### config.mk
export PLATFORM = sky130hd
export DESIGN_NAME = osd_reg_responder_flat
export DESIGN_NICKNAME = d
export VERILOG_FILES = /design/src/rtl/osd_reg_pkg.sv /design/src/rtl/dii_channel.sv /design/src/rtl/osd_reg_responder.sv /design/src/flat_wrapper.sv
export SDC_FILE = /design/constraint.sdc
export NUM_CORES = 1
export LEC_CHECK = 0
export BUFFER_PORTS_ARGS = -buffer_cell sky130_fd_sc_hd__buf_2
export CAP_MARGIN = 20
export CELL_PAD_IN_SITES_DETAIL_PLACEMENT = 1
export CELL_PAD_IN_SITES_GLOBAL_PLACEMENT = 1
export CORE_MARGIN = 2
export CORE_UTILIZATION = 36
export CTS_CLUSTER_DIAMETER = 30
export DETAILED_ROUTE_END_ITERATION = 10
export PLACE_DENSITY = 0.86
export RECOVER_POWER = 50
export SYNTH_ARGS = -nofsm -noshare
export SYNTH_HDL_FRONTEND = slang
export SYNTH_SLANG_ARGS = --single-unit
### constraint.sdc
create_clock -name clk -period 2.5 [get_ports clk]
set_input_delay 0.75 -clock clk [delete_from_list [all_inputs] [get_ports clk]]
set_output_delay 0.75 -clock clk [all_outputs]
set_load 0.005 [all_outputs]
### src/rtl/osd_reg_pkg.sv
`default_nettype none
// ============================================================================
//  Module      : osd_reg_pkg
//  Description : Shared encodings for OSD register-access packets: packet
//                type and subtype codes, word positions inside a packet,
//                request lengths and helpers that build a flags word.
//  Ports       : none (package)
//  Revision    : 1.0 - initial release
// ============================================================================
package osd_reg_pkg;

    // Packet type carried in flags[15:14]
    localparam logic [1:0] c_type_reg = 2'b00;

    // Subtypes carried in flags[13:10]
    localparam logic [3:0] c_sub_req_read       = 4'b0000;
    localparam logic [3:0] c_sub_req_write      = 4'b0010;
    localparam logic [3:0] c_sub_resp_read      = 4'b1000;
    localparam logic [3:0] c_sub_resp_read_err  = 4'b1001;
    localparam logic [3:0] c_sub_resp_write     = 4'b1010;
    localparam logic [3:0] c_sub_resp_write_err = 4'b1011;

    // Word positions inside a packet
    localparam int c_word_dest  = 0;
    localparam int c_word_src   = 1;
    localparam int c_word_flags = 2;
    localparam int c_word_addr  = 3;
    localparam int c_word_wdata = 4;

    // Total request lengths in words
    localparam int c_len_req_read  = 4;
    localparam int c_len_req_write = 5;

    // Flags word: type, subtype, ten reserved zero bits
    function automatic logic [15:0] make_flags(input logic [1:0] ptype,
                                               input logic [3:0] sub);
        return {ptype, sub, 10'b0};
    endfunction

    // Response subtype for a completed access
    function automatic logic [3:0] resp_subtype(input logic write,
                                                input logic err);
        logic [3:0] sub;
        case ({write, err})
            2'b00:   sub = c_sub_resp_read;
            2'b01:   sub = c_sub_resp_read_err;
            2'b10:   sub = c_sub_resp_write;
            default: sub = c_sub_resp_write_err;
        endcase
        return sub;
    endfunction

endpackage
`default_nettype wire

### src/rtl/dii_channel.sv
`default_nettype none
// ============================================================================
//  Module      : dii_channel
//  Description : Debug interconnect word channel with valid/ready handshake
//                and an end-of-packet marker.
//  Ports       : data[15:0], last, valid (master->slave), ready (slave->master)
//  Revision    : 1.0 - initial release
// ============================================================================
interface dii_channel;
    logic [15:0] data;
    logic        last;
    logic        valid;
    logic        ready;

    modport master (output data, output last, output valid, input ready);
    modport slave  (input data, input last, input valid, output ready);
endinterface
`default_nettype wire

### src/rtl/osd_reg_responder.sv
`default_nettype none
// ============================================================================
//  Module      : osd_reg_responder
//  Description : Receives register read/write request packets from the debug
//                interconnect, performs the access on a simple request/ack
//                register port (with timeout), and returns a response packet
//                to the requester.
//  Ports       : clk, rst        - clock, synchronous active-high reset
//                id[9:0]         - own debug address
//                debug_in        - request packets in (slave)
//                debug_out       - response packets out (master)
//                reg_request     - register access in progress
//                reg_write       - 1 write / 0 read
//                reg_addr/wdata  - access address and write data
//                reg_ack/err     - access completion / failure
//                reg_rdata       - read data
//  Revision    : 1.0 - initial release
// ============================================================================
module osd_reg_responder
    import osd_reg_pkg::*;
#(
    parameter int TIMEOUT_CYCLES = 255
) (
    input  logic             clk,
    input  logic             rst,
    input  logic [9:0]       id,
    dii_channel.slave        debug_in,
    dii_channel.master       debug_out,
    output logic             reg_request,
    output logic             reg_write,
    output logic [15:0]      reg_addr,
    output logic [15:0]      reg_wdata,
    input  logic             reg_ack,
    input  logic             reg_err,
    input  logic [15:0]      reg_rdata
);

    typedef enum logic [3:0] {
        RX_DEST  = 4'd0,
        RX_SRC   = 4'd1,
        RX_FLAGS = 4'd2,
        RX_ADDR  = 4'd3,
        RX_WDATA = 4'd4,
        RX_DRAIN = 4'd5,
        ACCESS   = 4'd6,
        TX_DEST  = 4'd7,
        TX_SRC   = 4'd8,
        TX_FLAGS = 4'd9,
        TX_DATA  = 4'd10
    } state_t;

    // Counter only needs to reach TIMEOUT_CYCLES-1
    localparam int c_cnt_w = (TIMEOUT_CYCLES > 1) ? $clog2(TIMEOUT_CYCLES) : 1;
    localparam logic [c_cnt_w-1:0] c_cnt_last = c_cnt_w'(TIMEOUT_CYCLES - 1);

    state_t               r_state;
    state_t               w_state_next;
    logic [15:0]          r_src;
    logic                 r_write;
    logic [15:0]          r_addr;
    logic [15:0]          r_wdata;
    logic [15:0]          r_rdata;
    logic                 r_err;
    logic [c_cnt_w-1:0]   r_cnt;

    logic                 w_rx;
    logic                 w_in_fire;
    logic                 w_out_fire;
    logic                 w_timeout;
    logic                 w_done;
    logic                 w_flags_ok;
    logic                 w_has_data;

    assign w_rx = (r_state == RX_DEST) || (r_state == RX_SRC) ||
                  (r_state == RX_FLAGS) || (r_state == RX_ADDR) ||
                  (r_state == RX_WDATA) || (r_state == RX_DRAIN);

    assign w_in_fire  = debug_in.valid && w_rx;
    assign w_out_fire = debug_out.valid && debug_out.ready;

    // Reaching the last count value in ACCESS means the full budget is spent
    assign w_timeout = (r_cnt == c_cnt_last);
    assign w_done    = reg_ack || reg_err || w_timeout;

    // Reserved flag bits are not checked; only type and subtype select a request
    assign w_flags_ok = (debug_in.data[15:14] == c_type_reg) &&
                        ((debug_in.data[13:10] == c_sub_req_read) ||
                         (debug_in.data[13:10] == c_sub_req_write));

    // Only a successful read carries a payload word
    assign w_has_data = !r_write && !r_err;

    // ------------------------------------------------------------------
    // Next state and outputs
    // ------------------------------------------------------------------
    always_comb begin
        w_state_next    = r_state;
        debug_in.ready  = w_rx;
        debug_out.valid = 1'b0;
        debug_out.last  = 1'b0;
        debug_out.data  = 16'h0000;
        reg_request     = 1'b0;

        case (r_state)
            RX_DEST: begin
                if (w_in_fire) begin
                    w_state_next = debug_in.last ? RX_DEST : RX_SRC;
                end
            end
            RX_SRC: begin
                if (w_in_fire) begin
                    w_state_next = debug_in.last ? RX_DEST : RX_FLAGS;
                end
            end
            RX_FLAGS: begin
                if (w_in_fire) begin
                    if (debug_in.last) begin
                        w_state_next = RX_DEST;
                    end else if (w_flags_ok) begin
                        w_state_next = RX_ADDR;
                    end else begin
                        w_state_next = RX_DRAIN;
                    end
                end
            end
            RX_ADDR: begin
                if (w_in_fire) begin
                    if (r_write) begin
                        w_state_next = debug_in.last ? RX_DEST : RX_WDATA;
                    end else begin
                        w_state_next = debug_in.last ? ACCESS : RX_DRAIN;
                    end
                end
            end
            RX_WDATA: begin
                if (w_in_fire) begin
                    w_state_next = debug_in.last ? ACCESS : RX_DRAIN;
                end
            end
            RX_DRAIN: begin
                if (w_in_fire && debug_in.last) begin
                    w_state_next = RX_DEST;
                end
            end
            ACCESS: begin
                reg_request = 1'b1;
                if (w_done) begin
                    w_state_next = TX_DEST;
                end
            end
            TX_DEST: begin
                debug_out.valid = 1'b1;
                debug_out.data  = r_src;
                if (w_out_fire) begin
                    w_state_next = TX_SRC;
                end
            end
            TX_SRC: begin
                debug_out.valid = 1'b1;
                debug_out.data  = {6'b0, id};
                if (w_out_fire) begin
                    w_state_next = TX_FLAGS;
                end
            end
            TX_FLAGS: begin
                debug_out.valid = 1'b1;
                debug_out.data  = make_flags(c_type_reg, resp_subtype(r_write, r_err));
                debug_out.last  = !w_has_data;
                if (w_out_fire) begin
                    w_state_next = w_has_data ? TX_DATA : RX_DEST;
                end
            end
            TX_DATA: begin
                debug_out.valid = 1'b1;
                debug_out.data  = r_rdata;
                debug_out.last  = 1'b1;
                if (w_out_fire) begin
                    w_state_next = RX_DEST;
                end
            end
            default: begin
                w_state_next = RX_DEST;
            end
        endcase
    end

    // ------------------------------------------------------------------
    // State and datapath registers
    // ------------------------------------------------------------------
    always_ff @(posedge clk) begin
        if (rst) begin
            r_state <= RX_DEST;
            r_src   <= 16'h0000;
            r_write <= 1'b0;
            r_addr  <= 16'h0000;
            r_wdata <= 16'h0000;
            r_rdata <= 16'h0000;
            r_err   <= 1'b0;
            r_cnt   <= '0;
        end else begin
            r_state <= w_state_next;

            if (w_in_fire) begin
                case (r_state)
                    RX_SRC:   r_src   <= debug_in.data;
                    RX_FLAGS: r_write <= (debug_in.data[13:10] == c_sub_req_write);
                    RX_ADDR:  r_addr  <= debug_in.data;
                    RX_WDATA: r_wdata <= debug_in.data;
                    default:  ;
                endcase
            end

            // Counter is held at zero outside ACCESS so every access starts fresh
            if (r_state == ACCESS) begin
                r_cnt <= r_cnt + c_cnt_w'(1);
                if (w_done) begin
                    // Anything other than a clean ack (err, ack+err, timeout) is an error
                    r_err   <= reg_err || !reg_ack;
                    r_rdata <= reg_rdata;
                end
            end else begin
                r_cnt <= '0;
            end
        end
    end

    assign reg_write = r_write;
    assign reg_addr  = r_addr;
    assign reg_wdata = r_wdata;

endmodule
`default_nettype wire
### src/flat_wrapper.sv
// flat-port wrapper written by rule: the top's interface ports become plain ports
module osd_reg_responder_flat import osd_reg_pkg::*;
#(
    parameter int TIMEOUT_CYCLES = 255
)
  (clk, rst, id, reg_request, reg_write, reg_addr, reg_wdata, reg_ack, reg_err, reg_rdata, debug_in_data, debug_in_last, debug_in_valid, debug_in_ready, debug_out_data, debug_out_last, debug_out_valid, debug_out_ready);
  dii_channel debug_in_i ();
  dii_channel debug_out_i ();
  input  logic clk;
  input  logic rst;
  input  logic [9:0] id;
  output logic reg_request;
  output logic reg_write;
  output logic [15:0] reg_addr;
  output logic [15:0] reg_wdata;
  input  logic reg_ack;
  input  logic reg_err;
  input  logic [15:0] reg_rdata;
  input wire logic [$bits(debug_in_i.data)-1:0] debug_in_data;
  input wire logic [$bits(debug_in_i.last)-1:0] debug_in_last;
  input wire logic [$bits(debug_in_i.valid)-1:0] debug_in_valid;
  output wire logic [$bits(debug_in_i.ready)-1:0] debug_in_ready;
  output wire logic [$bits(debug_out_i.data)-1:0] debug_out_data;
  output wire logic [$bits(debug_out_i.last)-1:0] debug_out_last;
  output wire logic [$bits(debug_out_i.valid)-1:0] debug_out_valid;
  input wire logic [$bits(debug_out_i.ready)-1:0] debug_out_ready;
  assign debug_in_i.data = debug_in_data;
  assign debug_in_i.last = debug_in_last;
  assign debug_in_i.valid = debug_in_valid;
  assign debug_in_ready = debug_in_i.ready;
  assign debug_out_data = debug_out_i.data;
  assign debug_out_last = debug_out_i.last;
  assign debug_out_valid = debug_out_i.valid;
  assign debug_out_i.ready = debug_out_ready;
  osd_reg_responder #(.TIMEOUT_CYCLES(TIMEOUT_CYCLES)) u_core (.clk(clk), .rst(rst), .id(id), .debug_in(debug_in_i), .debug_out(debug_out_i), .reg_request(reg_request), .reg_write(reg_write), .reg_addr(reg_addr), .reg_wdata(reg_wdata), .reg_ack(reg_ack), .reg_err(reg_err), .reg_rdata(reg_rdata));
endmodule
## After elaboration in Yosys (flattened, before gate mapping)

Index checks and enable logic that the tools add are counted.

- $add $sub $neg: 1
- Equal/unequal tests: 25
- Muxes and demuxes: 25
- Bitwise logic cells: 1
- Reductions and logical operators: 30

Operator list:

| kind | count |
|---|---|
| $pmux 16 s4 | 1 |
| $mux 4 | 14 |
| $pmux 4 s11 | 1 |
| $ne 2x1->1 const B | 10 |
| $eq 4x3->1 const B | 4 |
| $eq 4x2->1 const B | 3 |
| $eq 4x4->1 const B | 3 |
| $reduce_and 11->1 | 1 |
| $reduce_and 2->1 | 5 |
| $logic_or 1x1->1 | 9 |
| $add 8x1->8 const B | 1 |
| $eq 8x8->1 const B | 1 |
| $logic_not 4->1 | 2 |
| $mux 3 | 2 |
| $pmux 2 s3 | 1 |
| $logic_and 1x1->1 | 5 |
| $eq 4x1->1 const B | 1 |
| $logic_not 1->1 | 4 |
| $logic_not 2->1 | 2 |
| $mux 2 | 2 |
| $reduce_or 4->1 | 1 |
| $mux 1 | 3 |
| $eq 2x1->1 const B | 1 |
| $eq 2x2->1 const B | 1 |
| other kinds (4) | 4 |

- Bits in registers: 78
- Input port bits: 49
- Output and inout bits: 53
- Logic and storage cells: 90

## Logic depth before layout (Yosys ltp)

Gate-level depths: netlist (run 1).

- Depth after elaboration: 10
- Mapped depth: 8
- Gate-level depth less buffers: 6

## Worst setup path before layout (run 1)

No wires, ideal clock.

- Kind: reg-to-output
- Start point: register u_core.r_state[2]
- End point: output port debug_out_data[0]
- Data arrival time: 1,488 ps
- Required time: 1,750 ps
- Setup slack: 262 ps
- Stages on the path, launching flop included: 7
- Buffers on the path: 2
- Cells stage by stage: dfxtp_1 -> clkbuf_1 -> nand2b_1 -> nor2_1 -> clkbuf_1 -> a22oi_1 -> nand2_1

- Longest elaborated chain between the ends: 2
- Elaborated cells between the ends (all ways): 5
- Classes of those cells: 4 x eq/ne; 1 x mux

RTL lines:

| item | RTL line | text |
|---|---|---|
| from (decl) | osd_reg_responder.sv:56 | `state_t r_state;` |
| from (signal assigned) | osd_reg_responder.sv:201 | `r_state <= w_state_next;` |
| $eq 4x4->1 / $eq 4x3->1 (equally long branches) | osd_reg_responder.sv:104 | `case (r_state)` |
| $pmux 16 s4 * | osd_reg_responder.sv:104 |  |
| to (decl) | flat_wrapper.sv:23 | `output wire logic [$bits(debug_out_i.data)-1:0] debug_out_data;` |

Mark *: on every way between the ends. The rest lies on a longest branch, timed or not.

## Worst setup path in the final report (run 1)

- Start point: register u_core.r_state[3]
- End point: output port debug_out_data[13]

Same word-level chain as after synthesis.

==> impl_metrics.csv, run 1 <==
group,metric,value,unit
status,outcome,"complete, no violations",
worst_setup_path,cp_max_fo,11,
placement,portBuffers,101,
timing,fmax,401,MHz
yosys,syn_nets,493,
drt,wl,12600,um
placement,placed_cell_area,4010,um^2
timing,fin_setup_tns,0,ns
cells_and_area,drive_above_1_share,26.4,%
cells_and_area,antenna_cells,0,
yosys,synth_area_per_cell,7.59,um^2
worst_setup_path,worst_ep_arrival_time,1.74,ns
worst_setup_path,worstSetupPathType,"reg2out",
clock_tree,cts_max_level,3,
floorplanning,die_h,101,um
cells_and_area,design_area,4380,um^2
floorplanning,initial_utilization,36.7,%
floorplanning,die_area,10100,um^2
cells_and_area,final_common_cell,"nand2_1",
yosys,syn_inst,442,
global_routing,antenna_found_initial,0,
power_and_ir_drop,ir_drop,0.000248,V
global_routing,gr-total-overflow,0,
floorplanning,rows,35,
global_routing,grt_max_degree,51,
clock_tree,holdBufCountCts,0,
floorplanning,io_pins,102,
power_and_ir_drop,power_density,632,nW/um^2
yosys,syn_area,3360,um^2
cells_and_area,utilization,47.8,%
timing,skew,0.00822,ns
placement,dp_hpwl,8980,um
timing,period_share,99.7,%
hold_path,hold_path.class,"reg2reg",
yosys,synth.ff_latch_count,78,
drt,route.detailed.drc,0,
clock_tree,clock-sinks,78,
yosys,synthArstFlopShare,0,%
worst_setup_path,worstPathRequired,1.75,ns
timing,finalSetupViolations,0,
yosys,yosys_warnings,0,
drt,vias_per_cell,5.47,
yosys,ys.flop_type,"dfxtp_1",
floorplanning,coreArea,9150,um^2
clock_tree,cts.clk_slew.worst_paths,0.09,ns
placement,place.gp.congestion,0.929,
flow_run,drv_cap,0,
timing,maxSlewHeadroom,55.7,%
global_routing,grt.total_usage,24.8,%
worst_setup_path,end_kind,"primary output",
clock_tree,clock_latency,0.36,ns
power_and_ir_drop,power,2.77,mW
timing,hold_viol_final,0,
power_and_ir_drop,power.leakage,1.83,nW
timing,period_minus_slack,2.49,ns
global_routing,grt_pass1_wl,19300,um
placement,pre_cts_ws,0.100,ns
timing,hold_slack,0.462,ns
timing,final_max_slew_viol_count,0,
drt,drtAntennaViolNets,0,
placement,place_inst,642,
floorplanning,die_w,101,um
yosys,seq_area_frac_synth,46.5,%
cells_and_area,final_nets,599,
yosys,synth.distinct_cells,43,
drt,num_vias,3635,
global_routing,grt_pass1_vias,3710,
worst_setup_path,critPathLaunchType,"register",
timing,worstMarginPinSlew,0.665,ns
clock_tree,cts_root_buffer,"clkbuf_8",
cells_and_area,syn_to_final_growth,30.4,%
drt,avgRoutedWirePerCell,19.0,um
cells_and_area,layout.cells.non_filler,664,
drt,firstDrtPassIters,4,
drt,drtIter0Drc,231,
timing,setup_slack,0.00685,ns
clock_tree,clock_path_buffers,2,
clock_tree,cts_made_buffers,9,
yosys,synth_edf_count,0,
cells_and_area,final_cell_mix,"nand2_1 (130), buf_2 (99), dfxtp_1 (76), a21oi_1 (68), nand3_1 (22)",
clock_tree,cts_tree,"yes",
-- per-layer routing --
layer  vias up  share of wire [%]  GRT usage (%)
li1       1724                  -              -
met1      1765                 43           31.7
met2       123                 49           41.0
met3        23                6.2           5.89
met4         0                2.3           8.64
met5         -                  0              0
-- layout make-up --
class / instances / area (um^2)
Sequential cell: 78 / 1560
Tap cell: 111 / 139
Clock buffer: 9 / 124
Multi-Input combinational cell: 329 / 1680
Inverter: 6 / 22.5
Clock inverter: 7 / 146
Fill cell: 1154 / 4780
Timing Repair Buffer: 124 / 699
-- cells in the mapped netlist, drive strengths merged (3+ instances only) --
cell    instances  area share [%]
a22o            3            0.78
nand3          22             3.3
nor2b           5            0.93
buf             8             1.5
nor2           19             2.1
a22oi          12             2.7
inv             6            0.67
dfxtp          78              47
nand2         130              15
a21oi          68              10
nor3            3            0.45
a21o            3            0.67
clkbuf         22             2.5
nand2b          4            0.75
nand4           4            0.75
o21ai          21             3.1
xor2            5             1.3
-- worst max-delay path, cell delays in order (launching register included) --
cell     delay, ns
dfxtp_1       0.38
buf_4         0.20
and4b_2       0.35
a221o_1       0.32
buf_2         0.13
-- cell families after synthesis --
logic type / count (synthesis) / share of synthesized area, %
simple gates: 197 / 25.1
compound gates: 120 / 20.5
flops: 78 / 46.5
buf+inv: 36 / 4.59
xor+xnor: 6 / 1.57
mux: 3 / 0.932
fa+ha+maj: 2 / 0.746
-- report_power, final --
| part | switching, mW | leakage (nW) | total (mW) | internal [mW] |
|---|---|---|---|---|
| Sequential | 0.0148 | 0.630 | 1.28 | 1.26 |
| Combinational | 0.129 | 1.07 | 0.210 | 0.0815 |
| Clock | 0.511 | 0.134 | 1.28 | 0.769 |
| Total | 0.655 | 1.83 | 2.77 | 2.11 |
-- flip-flops by register name, indices dropped and copies added (netlist names) --
name / count
u_core.r_cnt: 8
u_core.r_err: 1
u_core.r_rdata: 16
u_core.r_src: 16
u_core.r_state: 4
u_core.reg_addr: 16
u_core.reg_wdata: 16
u_core.reg_write: 1
-- repair_timing --
item	4_1_cts	5_1_grt
gates cloned	0	1
pin swaps	0	2
gates resized for setup	6	9
setup buffers	3	1
endpoints found under the setup margin	17	17
-- path summary, 6_finish.rpt --
path                                                         end  cells after the start  slack [ns]                              from
worst max-delay path                          debug_out_data[13]                      4       0.007    u_core.r_state[3]$_SDFFE_PP0P_
worst min-delay path            u_core.reg_wdata[0]$_SDFFE_PP0P_                      2        0.46  u_core.reg_wdata[0]$_SDFFE_PP0P_
worst max register to register    u_core.r_state[3]$_SDFFE_PP0P_                      5        0.53    u_core.r_state[3]$_SDFFE_PP0P_
worst min register to register  u_core.reg_wdata[0]$_SDFFE_PP0P_                      2        0.46  u_core.reg_wdata[0]$_SDFFE_PP0P_
Power figures use the tool's default switching activity.
==> inputs of run 2 (changes only) <==
--- a/config.mk
+++ b/config.mk
@@ -5,6 +5,7 @@
 export SDC_FILE = /design/constraint.sdc
 export NUM_CORES = 1
 export LEC_CHECK = 0
+export ABC_AREA = 1
 export BUFFER_PORTS_ARGS = -buffer_cell sky130_fd_sc_hd__buf_2
 export CAP_MARGIN = 20
 export CELL_PAD_IN_SITES_DETAIL_PLACEMENT = 1
@@ -13,7 +14,7 @@
 export CORE_UTILIZATION = 36
 export CTS_CLUSTER_DIAMETER = 30
 export DETAILED_ROUTE_END_ITERATION = 10
-export PLACE_DENSITY = 0.86
+export PLACE_DENSITY = 0.87
 export RECOVER_POWER = 50
 export SYNTH_ARGS = -nofsm -noshare
 export SYNTH_HDL_FRONTEND = slang
==> run 2 against run 1 <==
Net effect: die area up 2.6%; clock skew up 0.0064 ns; worst hold slack worse by 0.0029 ns; fmax increased by 4.6%; total power is 17% higher; highest routed layer unchanged; design area is 3.4% lower; first-iteration DRC count shrank 55%.
==> impl_metrics.csv, run 2 <==
group,metric,value,unit
status,outcome,"complete, no violations",
timing,finalSetupViolations,0,
timing,fin_setup_tns,0,ns
hold_path,hold_path.class,"reg2reg",
worst_setup_path,end_kind,"primary output",
power_and_ir_drop,swShare,34.6,%
power_and_ir_drop,power_density,762,nW/um^2
drt,route.detailed.drc,0,
yosys,yosys.cell_count.top_type,"nand2_1",
timing,period_share,95.4,%
cells_and_area,antenna_cells,0,
yosys,synth.ff_latch_count,78,
drt,avgRoutedWirePerCell,15.7,um
yosys,synth.distinct_cells,32,
power_and_ir_drop,switchingPower,1.12,mW
clock_tree,cts_tree,"yes",
yosys,synth_top_cell_by_area,"dfxtp_1",
yosys,synthXorXnorAreaFrac,0,%
yosys,synthAdderAreaFrac,0.726,%
clock_tree,clock_latency,0.36,ns
clock_tree,clock-sinks,78,
yosys,ys.flop_type,"dfxtp_1",
yosys,syn_area,3450,um^2
worst_setup_path,timing.rr.end,"u_core.r_src[14]$_SDFFE_PP0P_",
placement,place.gp.congestion,0.921,
power_and_ir_drop,clockPowerShare,30.6,%
drt,num_vias,3689,
floorplanning,initial_utilization,37.1,%
clock_tree,cts_root_buffer,"clkbuf_8",
floorplanning,coreArea,9280,um^2
worst_setup_path,worstPathRequired,1.75,ns
timing,rsz0062_at_grt,"false",
worst_setup_path,critPathLaunchType,"register",
floorplanning,io_pins,102,
yosys,synth_area_per_cell,7.06,um^2
drt,firstDrtPassIters,4,
floorplanning,rows,35,
cells_and_area,final_cell_mix,"nand2_1 (85), dfxtp_1 (77), buf_2 (73), nor2_1 (69), a21oi_1 (56)",
floorplanning,die_area,10400,um^2
clock_tree,clock_path_buffers,2,
global_routing,antenna_found_initial,0,
drt,vias_per_cell,5.12,
worst_setup_path,worstSetupPathType,"reg2out",
cells_and_area,final_common_cell,"nand2_1",
hold_path,holdPathStages,2,
drt,wl,11300,um
drt,drtIter0Drc,104,
yosys,synthArstFlopShare,0,%
yosys,yosys_warnings,0,
power_and_ir_drop,pwr-share-comb,24.2,%
timing,final_max_slew_viol_count,0,
yosys,synth_top_family_by_area,"simple AND/OR/NAND/NOR gates",
global_routing,grt_max_degree,33,
cells_and_area,utilization,45.6,%
floorplanning,die_w,102,um
floorplanning,die_h,102,um
worst_setup_path,cp_max_fo,17,
yosys,syn_inst,488,
cells_and_area,drive_above_1_share,19.1,%
placement,portBuffers,101,
timing,maxSlewHeadroom,24.6,%
placement,dp_hpwl,8750,um
yosys,synth.area.top_cells,"dfxtp_1 (45%), nand2_1 (9.1%), a21oi_1 (8.1%)",
hold_path,hold_path_end,"u_core.reg_wdata[11]$_SDFFE_PP0P_",
worst_setup_path,worstReg2RegStart,"u_core.r_state[2]$_SDFFE_PP0P_",
clock_tree,cts_max_level,3,
timing,setup_slack,0.116,ns
yosys,synthMuxAreaShare,0,%
yosys,syn_nets,539,
worst_setup_path,r2r_slack,0.26,ns
placement,pre_cts_ws,0.328,ns
power_and_ir_drop,ir_drop,0.000272,V
power_and_ir_drop,power_frac_seq,45.2,%
yosys,synth_compound_area_share,20.4,%
global_routing,grt_pass1_wl,17600,um
worst_setup_path,reg2reg_depth,7,
hold_path,hold_start,"u_core.reg_wdata[11]$_SDFFE_PP0P_",
yosys,seq_area_frac_synth,45.3,%
yosys,synthSimpleGateAreaFrac,23.7,%
clock_tree,cts_made_buffers,9,
cells_and_area,syn_to_final_growth,22.7,%
power_and_ir_drop,power.leakage,1.74,nW
power_and_ir_drop,internal_power,2.11,mW
timing,fmax,419,MHz
worst_setup_path,worst_ep_arrival_time,1.63,ns
yosys,post-synth-top-area-fraction,45.3,%
yosys,yosys-top-cells-count,"nand2_1 (84), dfxtp_1 (78), nor2_1 (70), a21oi_1 (56)",
cells_and_area,final_nets,637,
global_routing,grt_pass1_vias,3788,
timing,skew,0.0146,ns
global_routing,grt.total_usage,21.7,%
clock_tree,holdBufCountCts,0,
clock_tree,cts.clk_slew.worst_paths,0.10,ns
timing,worstMarginPinSlew,1.13,ns
drt,drtAntennaViolNets,0,
flow_run,drv_cap,0,
global_routing,gr-total-overflow,0,
timing,period_minus_slack,2.38,ns
timing,hold_viol_final,0,
yosys,synth_edf_count,0,
-- run 2: area by class of cell --
class                   count  area [um^2]
flip-flops and latches     78         1560
well taps                 129          161
repair buffers            110          538
clock inverters             7         81.3
inverters                  59          226
clock buffers               9          124
fillers                  1270         5050
multi-input cells         328         1540
-- run 2: cell families (layout without fill, tap and decap cells) --
group,count (synthesis),in the layout
AO/OA/AOI/OAI,129,129
flip-flops,78,78
AND/OR/NAND/NOR,197,197
buffers and inverters,82,185
adder cells (fa/ha/maj),2,2
-- run 2: routing by layer --
metal | wire, um | track usage (%) | vias up
li1 | - | - | 1776
met1 | 4490 | 23.8 | 1784
met2 | 5980 | 40.1 | 97
met3 | 454 | 3.69 | 32
met4 | 384 | 11.2 | 0
met5 | 0 | 0 | -
-- run 2: timing repair --
item / CTS / global route
endpoints found under the setup margin: 7 / 12
cloned: 0 / 0
gates resized for setup: 2 / 5
setup buffers: 0 / 0
-- run 2: worst max-delay path: stages (launching register included) --
cell,delay [ns]
dfxtp_1,0.36
inv_1,0.14
nand2_1,0.13
nor2_2,0.12
buf_6,0.18
nand2_1,0.10
o211ai_1,0.10
buf_2,0.14
-- run 2: worst max path at each step --
stage / start / endpoint / slack, ns / cells after the start
final: u_core.r_state[2]$_SDFFE_PP0P_ / debug_out_data[1] / 0.12 / 7
after global routing: u_core.r_state[2]$_SDFFE_PP0P_ / debug_out_data[9] / 0.01 / 7
after CTS: u_core.r_state[3]$_SDFFE_PP0P_ / debug_out_data[3] / 0.07 / 7
after detailed placement: u_core.r_state[3]$_SDFFE_PP0P_ / debug_out_data[8] / 0.33 / 7
after global placement: u_core.r_state[3]$_SDFFE_PP0P_ / debug_out_data[10] / 0.46 / 6
after floorplan: u_core.r_state[3]$_SDFFE_PP0P_ / debug_out_data[0] / 0.61 / 6
-- run 2: per-stage QoR --
stage	hold WS (ns)	instance area [um^2]	power, mW	cells
after CTS	0.456	4270	3.25	720
after floorplan	0.425	3450	1.96	488
after global routing	0.481	4230	3.39	720
after global placement	0.435	4070	2.22	704
final	0.460	4230	3.22	720
after detailed placement	0.441	4070	2.27	704
-- run 2: power by group through the flow --
stage | Clock [mW] | Combinational (mW) | Sequential [mW]
after floorplan | 0 | 0.492 | 1.47
after CTS | 1.00 | 0.794 | 1.45
after detailed placement | 0 | 0.786 | 1.48
final | 0.987 | 0.781 | 1.46
after global routing | 1.05 | 0.881 | 1.47
after global placement | 0 | 0.752 | 1.47
==> inputs of run 3 (changes only) <==
--- a/config.mk
+++ b/config.mk
@@ -14,7 +14,7 @@
 export CORE_UTILIZATION = 36
 export CTS_CLUSTER_DIAMETER = 30
 export DETAILED_ROUTE_END_ITERATION = 10
-export PLACE_DENSITY = 0.87
+export PLACE_DENSITY = 0.78
 export RECOVER_POWER = 50
 export SYNTH_ARGS = -nofsm -noshare
 export SYNTH_HDL_FRONTEND = slang
==> run 3 against run 2 <==
Net effect: sequential power is essentially flat; worst setup slack improved by 0.058 ns; utilization up 0.094 points; largest power group unchanged; die area unchanged; combinational power is 1% lower; sequential share of layout area down 0.076 points; clock power is 0.6% lower; via count shrank 4.7%; fmax is 2.5% higher; global-route usage is 1.1 points lower.
==> impl_metrics.csv, run 3 (synthesis results as in run 2) <==
group,metric,value,unit
status,outcome,"complete, no violations",
hold_path,holdPathStages,2,
cells_and_area,antenna_cells,0,
global_routing,grt.total_usage,20.7,%
floorplanning,io_pins,102,
clock_tree,cts_made_buffers,9,
drt,wl,10600,um
drt,drtAntennaViolNets,0,
placement,placed_cell_area,4070,um^2
cells_and_area,final_common_cell,"nand2_1",
clock_tree,cts_tree,"yes",
worst_setup_path,crit_path_start,"u_core.r_state[0]$_SDFFE_PP0P_",
worst_setup_path,critPathTopFamily,"buffers and inverters",
timing,period_minus_slack,2.33,ns
worst_setup_path,worst_path_max_delay_cell,"dfxtp_1",
clock_tree,holdBufCountCts,0,
drt,drtIter0Drc,98,
timing,rsz0062_at_grt,"false",
timing,hold_viol_final,0,
power_and_ir_drop,internal_power,2.13,mW
drt,vias_per_cell,4.90,
worst_setup_path,end_kind,"primary output",
clock_tree,cts_max_level,3,
global_routing,met3_usage,3.01,%
clock_tree,clock-sinks,78,
timing,worstMarginPinSlew,0.730,ns
drt,firstDrtPassIters,4,
global_routing,gr-total-overflow,0,
worst_setup_path,path_cells,"inv_1, nand2_2, nor2_2, buf_6, nand2_1, o211ai_1, buf_2",
worst_setup_path,r2r_slack,0.32,ns
power_and_ir_drop,ir_drop,0.000285,V
drt,route.detailed.drc,0,
timing,fin_setup_tns,0,ns
power_and_ir_drop,power,3.20,mW
clock_tree,cts_root_buffer,"clkbuf_8",
worst_setup_path,critPathLaunchType,"register",
worst_setup_path,slowest_delay,0.36,ns
placement,dp_hpwl,8110,um
timing,period_share,93.0,%
global_routing,use_met1,26.3,%
power_and_ir_drop,swShare,33.5,%
flow_run,drv_cap,0,
power_and_ir_drop,power_frac_seq,45.3,%
drt,num_vias,3515,
cells_and_area,utilization,45.6,%
timing,maxSlewHeadroom,51.1,%
worst_setup_path,cp_max_fo,17,
floorplanning,die_h,102,um
global_routing,grt_pass1_wl,16900,um
floorplanning,rows,35,
clock_tree,clock_latency,0.35,ns
cells_and_area,final_cell_mix,"nand2_1 (84), buf_2 (78), dfxtp_1 (77), nor2_1 (68), a21oi_1 (56)",
cells_and_area,design_area,4240,um^2
global_routing,grt_pass1_vias,3522,
global_routing,grt_max_degree,45,
clock_tree,cts-resized-gates,2,
timing,fmax,430,MHz
timing,skew,0.00846,ns
hold_path,hold_path.class,"reg2reg",
power_and_ir_drop,power_density,756,nW/um^2
floorplanning,die_area,10400,um^2
hold_path,hold_path_end,"u_core.reg_wdata[0]$_SDFFE_PP0P_",
global_routing,antenna_found_initial,0,
placement,place.gp.congestion,0.821,
worst_setup_path,worst_ep_arrival_time,1.58,ns
floorplanning,coreArea,9280,um^2
worst_setup_path,critPathBufInv,3,
cells_and_area,final_nets,635,
power_and_ir_drop,switchingPower,1.07,mW
cells_and_area,syn_to_final_growth,22.9,%
clock_tree,post_cts_buffers,0,
cells_and_area,drive_above_1_share,20.2,%
timing,final_max_slew_viol_count,0,
floorplanning,initial_utilization,37.1,%
power_and_ir_drop,pwr-share-comb,24.0,%
power_and_ir_drop,power.leakage,1.77,nW
clock_tree,cts.clk_slew.worst_paths,0.08,ns
global_routing,use_met2,35.8,%
worst_setup_path,worstSetupPathType,"reg2out",
timing,finalSetupViolations,0,
worst_setup_path,worstReg2RegStart,"u_core.r_state[0]$_SDFFE_PP0P_",
worst_setup_path,reg2reg_depth,8,
clock_tree,clock_path_buffers,2,
hold_path,hold_start,"u_core.reg_wdata[0]$_SDFFE_PP0P_",
worst_setup_path,worstPathRequired,1.75,ns
drt,avgRoutedWirePerCell,14.7,um
worst_setup_path,timing.rr.end,"u_core.r_rdata[4]$_SDFFE_PP0P_",
placement,portBuffers,101,
power_and_ir_drop,clockPowerShare,30.6,%
worst_setup_path,cp.depth,7,
global_routing,busiest_layer,"met2",
floorplanning,die_w,102,um
run 3: cell count changes in the layout (fill, tap and decap cells not counted), moves of 2 or more:
cell,change
clkinv_4,+2
buf_2,+5
inv_2,+2
buf_4,-3
clkbuf_1,-5
clkinvlp_4,-3
run 3: worst max-delay path by stage:
stage,to,slack (ns)
after global routing,debug_out_data[4],0.03
final,debug_out_data[0],0.17
after CTS,debug_out_data[14],0.05
after floorplan,debug_out_data[0],0.61
after global placement,u_core.reg_addr[12]$_SDFFE_PP0P_,0.40
after detailed placement,debug_out_data[14],0.32
run 3: final cells by class:
class,instances,area [um^2]
Fill cell,1259,5050
Inverter,59,224
Sequential cell,78,1560
Multi-Input combinational cell,328,1540
Clock inverter,6,70.1
Tap cell,129,161
Clock buffer,10,138
Timing Repair Buffer,108,542
run 3: through the flow:
stage / hold slack (ns) / setup WS (ns) / instances
finish: 0.444 / 0.174 / 718
global route: 0.479 / 0.0252 / 718
CTS: 0.444 / 0.0526 / 718
detailed placement: 0.433 / 0.321 / 702
global placement: 0.432 / 0.397 / 702
floorplan: 0.425 / 0.614 / 488
run 3: worst reg2reg max path, stage by stage, from the launching register on:
cell     delay [ns]
dfxtp_1        0.36
inv_1          0.13
nand2_2        0.10
nor2_1         0.22
inv_1          0.19
a21oi_2        0.54
inv_2          0.30
nor2_1         0.17
nor2_1         0.07
run 3: power by group through the flow:
stage               sequential (mW)  clock, mW  combinational [mW]
floorplan                      1.47          0               0.492
global placement               1.47          0               0.758
detailed placement             1.48          0               0.773
CTS                            1.45      0.999               0.786
global route                   1.47       1.05               0.888
finish                         1.45      0.981               0.770
run 3: routing by layer:
metal  share of wire, %  routed length [um]
met1                 46                4820
met3                3.4                 356
met5                  0                   0
met2                 50                5250
met4                1.5                 157
